--- config.mk ---
export PLATFORM = sky130hd
export DESIGN_NAME = mbscore_ctrl_mc
export DESIGN_NICKNAME = d
export VERILOG_FILES = /design/src/rtl/mbscore_ctrl_mc.sv
export SDC_FILE = /design/constraint.sdc
export NUM_CORES = 1
export LEC_CHECK = 0
export ABC_AREA = 0
export CAP_MARGIN = 20
export CELL_PAD_IN_SITES_DETAIL_PLACEMENT = 1
export CELL_PAD_IN_SITES_GLOBAL_PLACEMENT = 2
export CORE_UTILIZATION = 28
export DETAILED_ROUTE_END_ITERATION = 16
export DONT_BUFFER_PORTS = 1
export PLACE_DENSITY_LB_ADDON = 0.1
export REMOVE_ABC_BUFFERS = 1
export SETUP_SLACK_MARGIN = 0.15
export SYNTH_ARGS = -nofsm -noshare
export SYNTH_HDL_FRONTEND = slang
export SYNTH_SLANG_ARGS = --single-unit
--- constraint.sdc ---
create_clock -name clk -period 1.9 [get_ports clk]
set_clock_uncertainty 0.05 [all_clocks]
set_input_delay 0.38 -clock clk [delete_from_list [all_inputs] [get_ports clk]]
set_output_delay 0.38 -clock clk [all_outputs]
set_load 0.02 [all_outputs]
--- src/rtl/mbscore_ctrl_mc.sv ---
`default_nettype none
// ============================================================================
// Module   : mbscore_ctrl_mc
// Brief    : Multicycle control FSM for the MBScore MIPS-subset core.
// Revision : 1.0 - initial release
// ============================================================================
module mbscore_ctrl_mc #(
  parameter int DATA_WIDTH     = 32,
  parameter int REG_ADDR_WIDTH = 5,
  parameter int MEM_TIMEOUT    = 15,
  parameter int MDU_ENABLE     = 1
) (
  input  logic                      clk,
  input  logic                      rst_n,
  input  logic [DATA_WIDTH-1:0]     inst,
  input  logic                      imem_ack,
  input  logic                      dmem_ack,
  input  logic                      mdu_done,
  output logic                      imem_req,
  output logic                      dmem_req,
  output logic                      dmem_we,
  output logic                      pc_we,
  output logic                      ir_we,
  output logic                      br_en,
  output logic                      mdu_start,
  output logic                      reg_we,
  output logic [REG_ADDR_WIDTH-1:0] wr_addr,
  output logic [1:0]                wb_sel,
  output logic [1:0]                alu_sel_a,
  output logic [1:0]                alu_sel_b,
  output logic [3:0]                alu_op,
  output logic [REG_ADDR_WIDTH-1:0] rs_addr,
  output logic [REG_ADDR_WIDTH-1:0] rt_addr,
  output logic [REG_ADDR_WIDTH-1:0] rd_addr,
  output logic [15:0]               imm,
  output logic [25:0]               jump_addr,
  output logic                      halted,
  output logic                      mem_err,
  output logic [3:0]                state
);

  typedef enum logic [3:0] {
    S_IDLE = 4'd0, S_IF  = 4'd1, S_ID = 4'd2, S_EXE  = 4'd3, S_MDU = 4'd4,
    S_MEM  = 4'd5, S_WB  = 4'd6, S_HALT = 4'd7, S_ERR = 4'd8
  } state_t;

  typedef enum logic [3:0] {
    K_NOP = 4'd0, K_ALU = 4'd1, K_BR  = 4'd2, K_LD  = 4'd3, K_ST = 4'd4,
    K_MDU = 4'd5, K_J   = 4'd6, K_JAL = 4'd7, K_HLT = 4'd8
  } kind_t;

  localparam logic [3:0] c_alu_add = 4'd0,  c_alu_sub = 4'd1,  c_alu_and = 4'd2;
  localparam logic [3:0] c_alu_or  = 4'd3,  c_alu_xor = 4'd4,  c_alu_nor = 4'd5;
  localparam logic [3:0] c_alu_lt  = 4'd6,  c_alu_ltu = 4'd7,  c_alu_sll = 4'd8;
  localparam logic [3:0] c_alu_srl = 4'd9,  c_alu_sra = 4'd10, c_alu_eq  = 4'd11;
  localparam logic [3:0] c_alu_ne  = 4'd12;

  localparam int              c_cnt_w    = (MEM_TIMEOUT > 1) ? $clog2(MEM_TIMEOUT) : 1;
  localparam logic [c_cnt_w-1:0] c_cnt_last = c_cnt_w'(MEM_TIMEOUT - 1);
  localparam logic            c_mdu_en   = (MDU_ENABLE != 0);

  state_t               r_state;
  logic [c_cnt_w-1:0]   r_cnt;

  logic [5:0]                w_opcode;
  logic [5:0]                w_funct;
  logic [REG_ADDR_WIDTH-1:0] w_rt;
  logic [REG_ADDR_WIDTH-1:0] w_rd;
  kind_t                     w_kind;
  logic [3:0]                w_op;
  logic [1:0]                w_sa;
  logic [1:0]                w_sb;

  assign w_opcode = inst[31:26];
  assign w_funct  = inst[5:0];
  assign w_rt     = inst[16 +: REG_ADDR_WIDTH];
  assign w_rd     = inst[11 +: REG_ADDR_WIDTH];

  // Instruction class plus ALU controls; anything unrecognised decodes as NOP.
  always_comb begin
    w_kind = K_NOP;
    w_op   = c_alu_add;
    w_sa   = 2'd0;
    w_sb   = 2'd0;
    case (w_opcode)
      6'h00: begin
        w_kind = K_ALU;
        case (w_funct)
          6'h20, 6'h21: w_op = c_alu_add;
          6'h22, 6'h23: w_op = c_alu_sub;
          6'h24:        w_op = c_alu_and;
          6'h25:        w_op = c_alu_or;
          6'h26:        w_op = c_alu_xor;
          6'h27:        w_op = c_alu_nor;
          6'h2A:        w_op = c_alu_lt;
          6'h2B:        w_op = c_alu_ltu;
          6'h00:        begin w_op = c_alu_sll; w_sa = 2'd1; end
          6'h02:        begin w_op = c_alu_srl; w_sa = 2'd1; end
          6'h03:        begin w_op = c_alu_sra; w_sa = 2'd1; end
          6'h08:        w_kind = K_J;
          6'h18, 6'h1A: w_kind = K_MDU;
          default:      w_kind = K_NOP;
        endcase
      end
      6'h02: w_kind = K_J;
      6'h03: w_kind = K_JAL;
      6'h04: begin w_kind = K_BR;  w_op = c_alu_eq; end
      6'h05: begin w_kind = K_BR;  w_op = c_alu_ne; end
      6'h08, 6'h09: begin w_kind = K_ALU; w_op = c_alu_add; w_sb = 2'd1; end
      6'h0A: begin w_kind = K_ALU; w_op = c_alu_lt;  w_sb = 2'd1; end
      6'h0B: begin w_kind = K_ALU; w_op = c_alu_ltu; w_sb = 2'd1; end
      6'h0C: begin w_kind = K_ALU; w_op = c_alu_and; w_sb = 2'd2; end
      6'h0D: begin w_kind = K_ALU; w_op = c_alu_or;  w_sb = 2'd2; end
      6'h0E: begin w_kind = K_ALU; w_op = c_alu_xor; w_sb = 2'd2; end
      6'h23: begin w_kind = K_LD;  w_sb = 2'd1; end
      6'h2B: begin w_kind = K_ST;  w_sb = 2'd1; end
      6'h3F: w_kind = K_HLT;
      default: w_kind = K_NOP;
    endcase
  end

  // Counter defaults to zero so every state change clears it; only waits count.
  always_ff @(posedge clk or negedge rst_n) begin
    if (!rst_n) begin
      r_state <= S_IDLE;
      r_cnt   <= '0;
    end else begin
      r_cnt <= '0;
      case (r_state)
        S_IDLE: r_state <= S_IF;
        S_IF: begin
          if (imem_ack)                r_state <= S_ID;
          else if (r_cnt == c_cnt_last) r_state <= S_ERR;
          else                         r_cnt   <= r_cnt + c_cnt_w'(1);
        end
        S_ID: begin
          case (w_kind)
            K_J, K_JAL, K_NOP: r_state <= S_IF;
            K_HLT:             r_state <= S_HALT;
            default:           r_state <= S_EXE;
          endcase
        end
        S_EXE: begin
          case (w_kind)
            K_ALU:      r_state <= S_WB;
            K_LD, K_ST: r_state <= S_MEM;
            K_MDU:      r_state <= c_mdu_en ? S_MDU : S_IF;
            default:    r_state <= S_IF;
          endcase
        end
        S_MDU: if (mdu_done) r_state <= S_IF;
        S_MEM: begin
          if (dmem_ack)                r_state <= (w_kind == K_ST) ? S_IF : S_WB;
          else if (r_cnt == c_cnt_last) r_state <= S_ERR;
          else                         r_cnt   <= r_cnt + c_cnt_w'(1);
        end
        S_WB:   r_state <= S_IF;
        S_HALT: r_state <= S_HALT;
        S_ERR:  r_state <= S_ERR;
        default: r_state <= S_IDLE;
      endcase
    end
  end

  always_comb begin
    imem_req  = 1'b0;
    dmem_req  = 1'b0;
    dmem_we   = 1'b0;
    pc_we     = 1'b0;
    ir_we     = 1'b0;
    br_en     = 1'b0;
    mdu_start = 1'b0;
    reg_we    = 1'b0;
    wr_addr   = '0;
    wb_sel    = 2'd0;
    alu_sel_a = 2'd0;
    alu_sel_b = 2'd0;
    alu_op    = 4'd0;
    halted    = 1'b0;
    mem_err   = 1'b0;
    if (r_state inside {S_ID, S_EXE, S_MEM, S_WB}) begin
      alu_sel_a = w_sa;
      alu_sel_b = w_sb;
      alu_op    = w_op;
    end
    case (r_state)
      S_IF: begin
        imem_req = 1'b1;
        pc_we    = imem_ack;
        ir_we    = imem_ack;
      end
      S_ID: begin
        if (w_kind == K_J) pc_we = 1'b1;
        if (w_kind == K_JAL) begin
          pc_we   = 1'b1;
          reg_we  = 1'b1;
          wr_addr = '1;
          wb_sel  = 2'd2;
        end
      end
      S_EXE: begin
        br_en     = (w_kind == K_BR);
        mdu_start = (w_kind == K_MDU) && c_mdu_en;
      end
      S_MEM: begin
        dmem_req = 1'b1;
        dmem_we  = (w_kind == K_ST);
      end
      S_WB: begin
        reg_we  = 1'b1;
        wr_addr = (w_opcode == 6'h00) ? w_rd : w_rt;
        wb_sel  = (w_kind == K_LD) ? 2'd1 : 2'd0;
      end
      S_HALT: halted  = 1'b1;
      S_ERR:  mem_err = 1'b1;
      default: ;
    endcase
  end

  // Field taps read zero while in reset so the whole port set is quiet.
  assign rs_addr   = (r_state == S_IDLE) ? '0 : inst[21 +: REG_ADDR_WIDTH];
  assign rt_addr   = (r_state == S_IDLE) ? '0 : w_rt;
  assign rd_addr   = (r_state == S_IDLE) ? '0 : w_rd;
  assign imm       = (r_state == S_IDLE) ? '0 : inst[15:0];
  assign jump_addr = (r_state == S_IDLE) ? '0 : inst[25:0];
  assign state     = r_state;

endmodule
`default_nettype wire

==> run_results.csv, run 1 <==
group,metric,value,unit
yosys,synth_warnings,0,
clock_tree,cts_tree,"yes",
final_layout,final_util,55.2,%
final_layout,nFillCells,660,
final_layout,final_common_cell,"buf_6",
final_layout,final_area,3270,um^2
floorplanning,die_width,80.5,um
final_layout,final_cell_mix,"buf_6 (56), buf_4 (43), nor2_1 (19)",
floorplanning,num_rows,28,
placement,placed_cell_area,2170,um^2
yosys,synth_largest_area_cell,"buf_4",
floorplanning,core,5920,um^2
min_path,worst_hold_path_type,"in2reg",
floorplanning,die_area,6480,um^2
drt,ant_nets,0,
sta,setup_ws,-0.176,ns
sta,finalHoldViolCount,0,
job,cap_violations,0,
yosys,synth.avg_cell_area,6.91,um^2
yosys,synthTopCellsByArea,"buf_4 (15%), dfrtp_1 (12%), nor2b_1 (9.8%)",
drt,via_per_inst,5.39,
final_layout,seq_area,205,um^2
outcome,status,"complete, but fails checks",
yosys,syn_inst,250,
clock_tree,path_clk_slew,0.04,ns
sta,post-route-min-period,2.08,ns
sta,rsz0062_at_grt,"yes",
drt,routed_wl,8.53,mm
yosys,syn_area,1730,um^2
drt,via_count,2117,
worst_setup_path,arrival,1.65,ns
clock_tree,cts_buffers,3,
floorplanning,start_util,29.2,%
drt,first_pass_iters,3,
sta,max_freq,0.482,GHz
final_layout,syn_to_final_growth,89.1,%
worst_setup_path,reg2reg_slack,-0.06,ns
placement,port_buffers,0,
worst_setup_path,cp_slowest_cell,"dfrtp_2",
floorplanning,die_h,80.5,um
clock_tree,cts_sinks,8,
global_routing,antenna_found_initial,1,
global_routing,grt_pass1_wl,10.5,mm
outcome,violations,"setup timing",
drt,drt-initial-drc-count,49,
worst_setup_path,cp-start-kind,"register",
worst_setup_path,crit_top_cell,"buf_6",
worst_setup_path,cp-end-kind,"output pin",
yosys,ys_ff_latch,8,
global_routing,grt_pass1_vias,2173,
sta,fin_crit_sh,109,%
final_layout,drive_above_1_share,62.1,%
clock_tree,htreeDepth,1,
placement,hpwl,5.65,mm
drt,wl_per_cell,21.7,um
clock_tree,cts_root_buf,"clkbuf_8",
worst_setup_path,max_stage_delay,0.45,ns
clock_tree,insertion_delay,0.23,ns
final_layout,multiInputGateArea,1690,um^2
worst_setup_path,path_class,"reg2out",
sta,setup_viol,81,
drt,drc,0,
placement,gp_congestion,0.817,
worst_setup_path,cp_max_fo,7,
yosys,async_flop_share,100,%
global_routing,grt_max_degree,27,
yosys,netlist.area_leader.share,14.8,%
yosys,seq_area_frac_synth,11.6,%
yosys,synthFlopType,"dfrtp_1",
worst_setup_path,critPathRequiredTime,1.47,ns
sta,drv_slew,0,
global_routing,grt_overflow,0,
final_layout,nets,358,
global_routing,gr-usage-all-layers,21.2,%
power_and_ir_drop,p_leak,0.00144,uW
power_and_ir_drop,peakVddDrop,0.000883,V
power_and_ir_drop,power_density,1320,nW/um^2
floorplanning,num_io_pins,123,
yosys,synth-edff-count,0,
worst_setup_path,crit_chain,"buf_6 > nor4_4 > buf_6 > clkbuf_16 > nor2b_1 > buf_4",
clock_tree,clock_path_buffers,2,
yosys,synthDistinctLibCells,53,
worst max-delay path, delay by kind of cell, from the launching register on:
| family | cells | cell delay [ns] |
|---|---|---|
| AND/OR/NAND/NOR | 2 | 0.32 |
| flip-flops | 1 | 0.45 |
| buffers and inverters | 4 | 0.66 |
final timing paths:
path                       depth (start not counted)            startpoint                    to
setup / recovery                                   6  state[1]$_DFFE_PN0P_          jump_addr[8]
hold / removal                                     3              imem_ack    r_cnt[3]$_DFF_PN0_
setup reg to reg                                   8  state[2]$_DFFE_PN0P_  state[2]$_DFFE_PN0P_
hold reg to reg                                    1    r_cnt[0]$_DFF_PN0_    r_cnt[0]$_DFF_PN0_
max in group asynchronous                          1                 rst_n  state[3]$_DFFE_PN0P_
min in group asynchronous                          1                 rst_n    r_cnt[1]$_DFF_PN0_
registers in the layout, indices dropped and copies added (netlist names):
| name | flops |
|---|---|
| r_cnt | 4 |
| state | 4 |
report_power, final:
part           switching (uW)  internal (uW)  total [uW]
Clock                    64.9            137         202
Sequential               98.3            224         323
Combinational            2050           1740        3790
Total                    2220           2100        4310
repair_timing:
action / 4_1_cts / 5_1_grt
hold endpoints to repair: 8 / 0
hold buffers: 1 / 0
resized for setup: 69 / 126
endpoints found under the setup margin: 86 / 86
gates cloned: 1 / 3
pin swaps: 12 / 21
buffers inserted: 5 / 16
logic make-up (layout without fill, tap and decap cells):
kind of cell             Yosys count  in the layout  share of synthesized area [%]
flip-flops                         8              8                           11.6
buffers and inverters             55            122                           20.1
other                              1              2                          0.217
multiplexers                       5              5                           2.90
AO/OA/AOI/OAI                     53             53                           22.2
AND/OR/NAND/NOR                  124            124                           40.4
XOR/XNOR                           2              2                           1.01
adder cells (fa/ha/maj)            2              2                           1.45
layout make-up:
type / count / area share [%]
tap: 75 / 2.87
clock buffer: 3 / 1.26
timing repair buffer: 110 / 36.2
inverter: 9 / 1.49
multi-input combinational: 187 / 51.8
sequential: 8 / 6.28
antenna: 1 / 0.0766
metal layers:
metal	up-vias	routed length, um	GRT usage, %
li1	985	-	-
met3	17	350	2.05
met5	-	0	0
met1	1033	3080	21.7
met2	82	4810	43.8
met4	0	289	6.43
Yosys cell counts (4+ instances only):
cell type   n
nor3_1      8
buf_2       5
nor2_1     27
o21ai_0    13
dfrtp_1     8
nand2b_1   12
nand2_1    14
clkbuf_1    6
o22ai_1     4
nor2b_1    27
and3_1      5
mux2i_1     5
nand3_1     5
inv_1       9
buf_4      34
a21oi_1    11
and2_1      4
per-stage QoR:
stage | total power [uW] | worst slack, ns | hold slack, ns | setup TNS (ns) | cells
6_report | 4310 | -0.176 | 0.446 | -9.49 | 393
5_1_grt | 4500 | -0.232 | 0.454 | -13.99 | 393
2_1_floorplan | 1640 | -0.915 | 0.0344 | -49.77 | 204
3_5_place_dp | 2630 | -0.365 | 0.0346 | -3.43 | 363
3_3_place_gp | 2590 | -0.339 | 0.0346 | -3.28 | 363
4_1_cts | 3250 | -0.174 | 0.425 | -9.04 | 373
Power figures use the tool's default switching activity.
==> run 2: changes to the inputs <==
Settings changed: CORE_MARGIN set to 8, GPL_TIMING_DRIVEN set to 1, MAX_ROUTING_LAYER set to met4.
==> run_results.csv, run 2 (synthesized netlist as in run 1, its figures left out) <==
group,metric,value,unit
outcome,violations,"setup timing",
floorplanning,die_area,8930,um^2
global_routing,grt_max_degree,17,
placement,port_buffers,0,
min_path,worst_hold_path_type,"in2async",
drt,via_count,2098,
clock_tree,cts_buffers,3,
floorplanning,start_util,29.0,%
power_and_ir_drop,pwr-share-comb,88.9,%
worst_setup_path,cp-end-kind,"register",
power_and_ir_drop,p_leak,0.00136,uW
power_and_ir_drop,p_seq_share,6.6,%
worst_setup_path,critPathRequiredTime,2.01,ns
final_layout,nets,356,
placement,hpwl,5.93,mm
drt,wl_met2,4.59,mm
sta,finalHoldViolCount,0,
outcome,status,"complete, but fails checks",
sta,fin_tns_setup,-14.29,ns
worst_setup_path,crit_chain,"buf_6 > buf_6 > buf_6 > buf_8 > or3_1 > o221a_4 > o2bb2ai_4 > o22a_1 > o31a_1",
worst_setup_path,reg2reg_slack,-0.23,ns
drt,met1_length,2.87,mm
global_routing,grt_pass1_vias,2210,
drt,drc,0,
global_routing,gr-usage-all-layers,17.1,%
power_and_ir_drop,switching_share,49.4,%
sta,post-route-min-period,2.13,ns
sta,max_freq,0.470,GHz
worst_setup_path,cp_max_fo,6,
final_layout,seq_area,203,um^2
clock_tree,insertion_delay,0.23,ns
clock_tree,cts_sinks,8,
power_and_ir_drop,peakVddDrop,0.000846,V
final_layout,drive_above_1_share,59.4,%
final_layout,final_util,52.2,%
sta,setup_viol,78,
drt,via_per_inst,5.37,
floorplanning,die_h,94.5,um
drt,first_pass_iters,4,
drt,routed_wl,8.29,mm
floorplanning,num_rows,28,
clock_tree,clock_path_buffers,2,
sta,rsz0062_at_grt,"yes",
worst_setup_path,crit_top_cell,"buf_6",
power_and_ir_drop,power_density,1450,nW/um^2
floorplanning,num_io_pins,123,
power_and_ir_drop,pwr-share-clk,4.5,%
global_routing,grt_overflow,0,
power_and_ir_drop,p_int,2280,uW
worst_setup_path,max_stage_delay,0.45,ns
sta,drv_slew,0,
worst_setup_path,path_class,"reg2reg",
worst_setup_path,reg2reg_from,"state[2]$_DFFE_PN0P_",
global_routing,grt_pass1_wl,11.9,mm
final_layout,instances_no_fill,391,
clock_tree,cts_tree,"yes",
worst_setup_path,cp_slowest_cell,"dfrtp_2",
final_layout,final_common_cell,"buf_4",
worst_setup_path,crit_start,"state[2]$_DFFE_PN0P_",
final_layout,syn_to_final_growth,80.1,%
drt,wl_met3,619,um
power_and_ir_drop,p_switching,2220,uW
worst_setup_path,arrival,2.24,ns
sta,fin_crit_sh,112,%
placement,place_inst,351,
drt,wl_per_cell,21.2,um
global_routing,antenna_found_initial,1,
placement,placed_cell_area,2080,um^2
clock_tree,path_clk_slew,0.04,ns
worst_setup_path,cp-start-kind,"register",
placement,gp_congestion,0.825,
sta,setup_ws,-0.228,ns
drt,ant_nets,0,
final_layout,multiInputGateArea,1600,um^2
worst_setup_path,rr_endpoint,"state[0]$_DFFE_PN0P_",
drt,top_layer,"met4",
final_layout,final_cell_mix,"buf_4 (55), buf_6 (37), nor2_1 (18)",
floorplanning,die_width,94.5,um
final_layout,nFillCells,677,
drt,drt-initial-drc-count,94,
final_layout,final_area,3110,um^2
floorplanning,core,5960,um^2
worst_setup_path,reg2reg_depth,9,
clock_tree,cts_root_buf,"clkbuf_8",
clock_tree,htreeDepth,1,
job,cap_violations,0,
[run 2: worst max-delay path by stage]
stage                                      end  slack [ns]  cells past startpoint
final                     state[0]$_DFFE_PN0P_       -0.23                      9
after global routing                    imm[3]       -0.27                      7
after CTS                                br_en       -0.23                      6
after detailed placement            wr_addr[0]       -0.37                      6
after global placement              wr_addr[4]       -0.33                      7
after floorplan                        imm[11]       -0.91                      2
[run 2: worst max-delay path, delay by kind of cell, from the launching register on]
kind,cells,cell delay (ns)
flops,1,0.45
buf+inv,4,0.48
compound gates,4,0.72
simple gates,1,0.35
[run 2: timing repair]
item	CTS	global route
hold endpoints to repair	8	0
pin swaps	19	17
hold buffers	1	0
gates cloned	4	0
endpoints found under the setup margin	85	88
buffers inserted	20	11
resized for setup	96	70
[run 2: per-layer routing]
metal | GRT usage, % | up-vias
li1 | - | 981
met2 | 32.4 | 105
met1 | 17.1 | 997
met4 | 6.63 | 0
met5 | - | -
met3 | 2.46 | 15
[run 2: power groups by stage]
stage	logic (uW)	registers, uW	clock network (uW)
finish	4000	297	204
global route	4220	301	220
CTS	3400	286	211
detailed placement	2260	287	0
global placement	2240	279	0
floorplan	1300	343	0
[run 2: final cells by class]
class,count,area share (%)
clock buffers,3,1.33
repair buffers,108,36.3
diodes,1,0.0805
inverters,9,1.41
multi-input cells,187,51.4
flip-flops and latches,8,6.52
well taps,75,3.02
[run 2: metrics by stage]
stage          worst slack, ns  hold slack (ns)  power (uW)
5_1_grt                 -0.273            0.493        4740
3_5_place_dp            -0.367           0.0347        2550
4_1_cts                 -0.231            0.426        3890
3_3_place_gp            -0.334           0.0347        2510
2_1_floorplan           -0.915           0.0344        1640
6_report                -0.228            0.469        4500
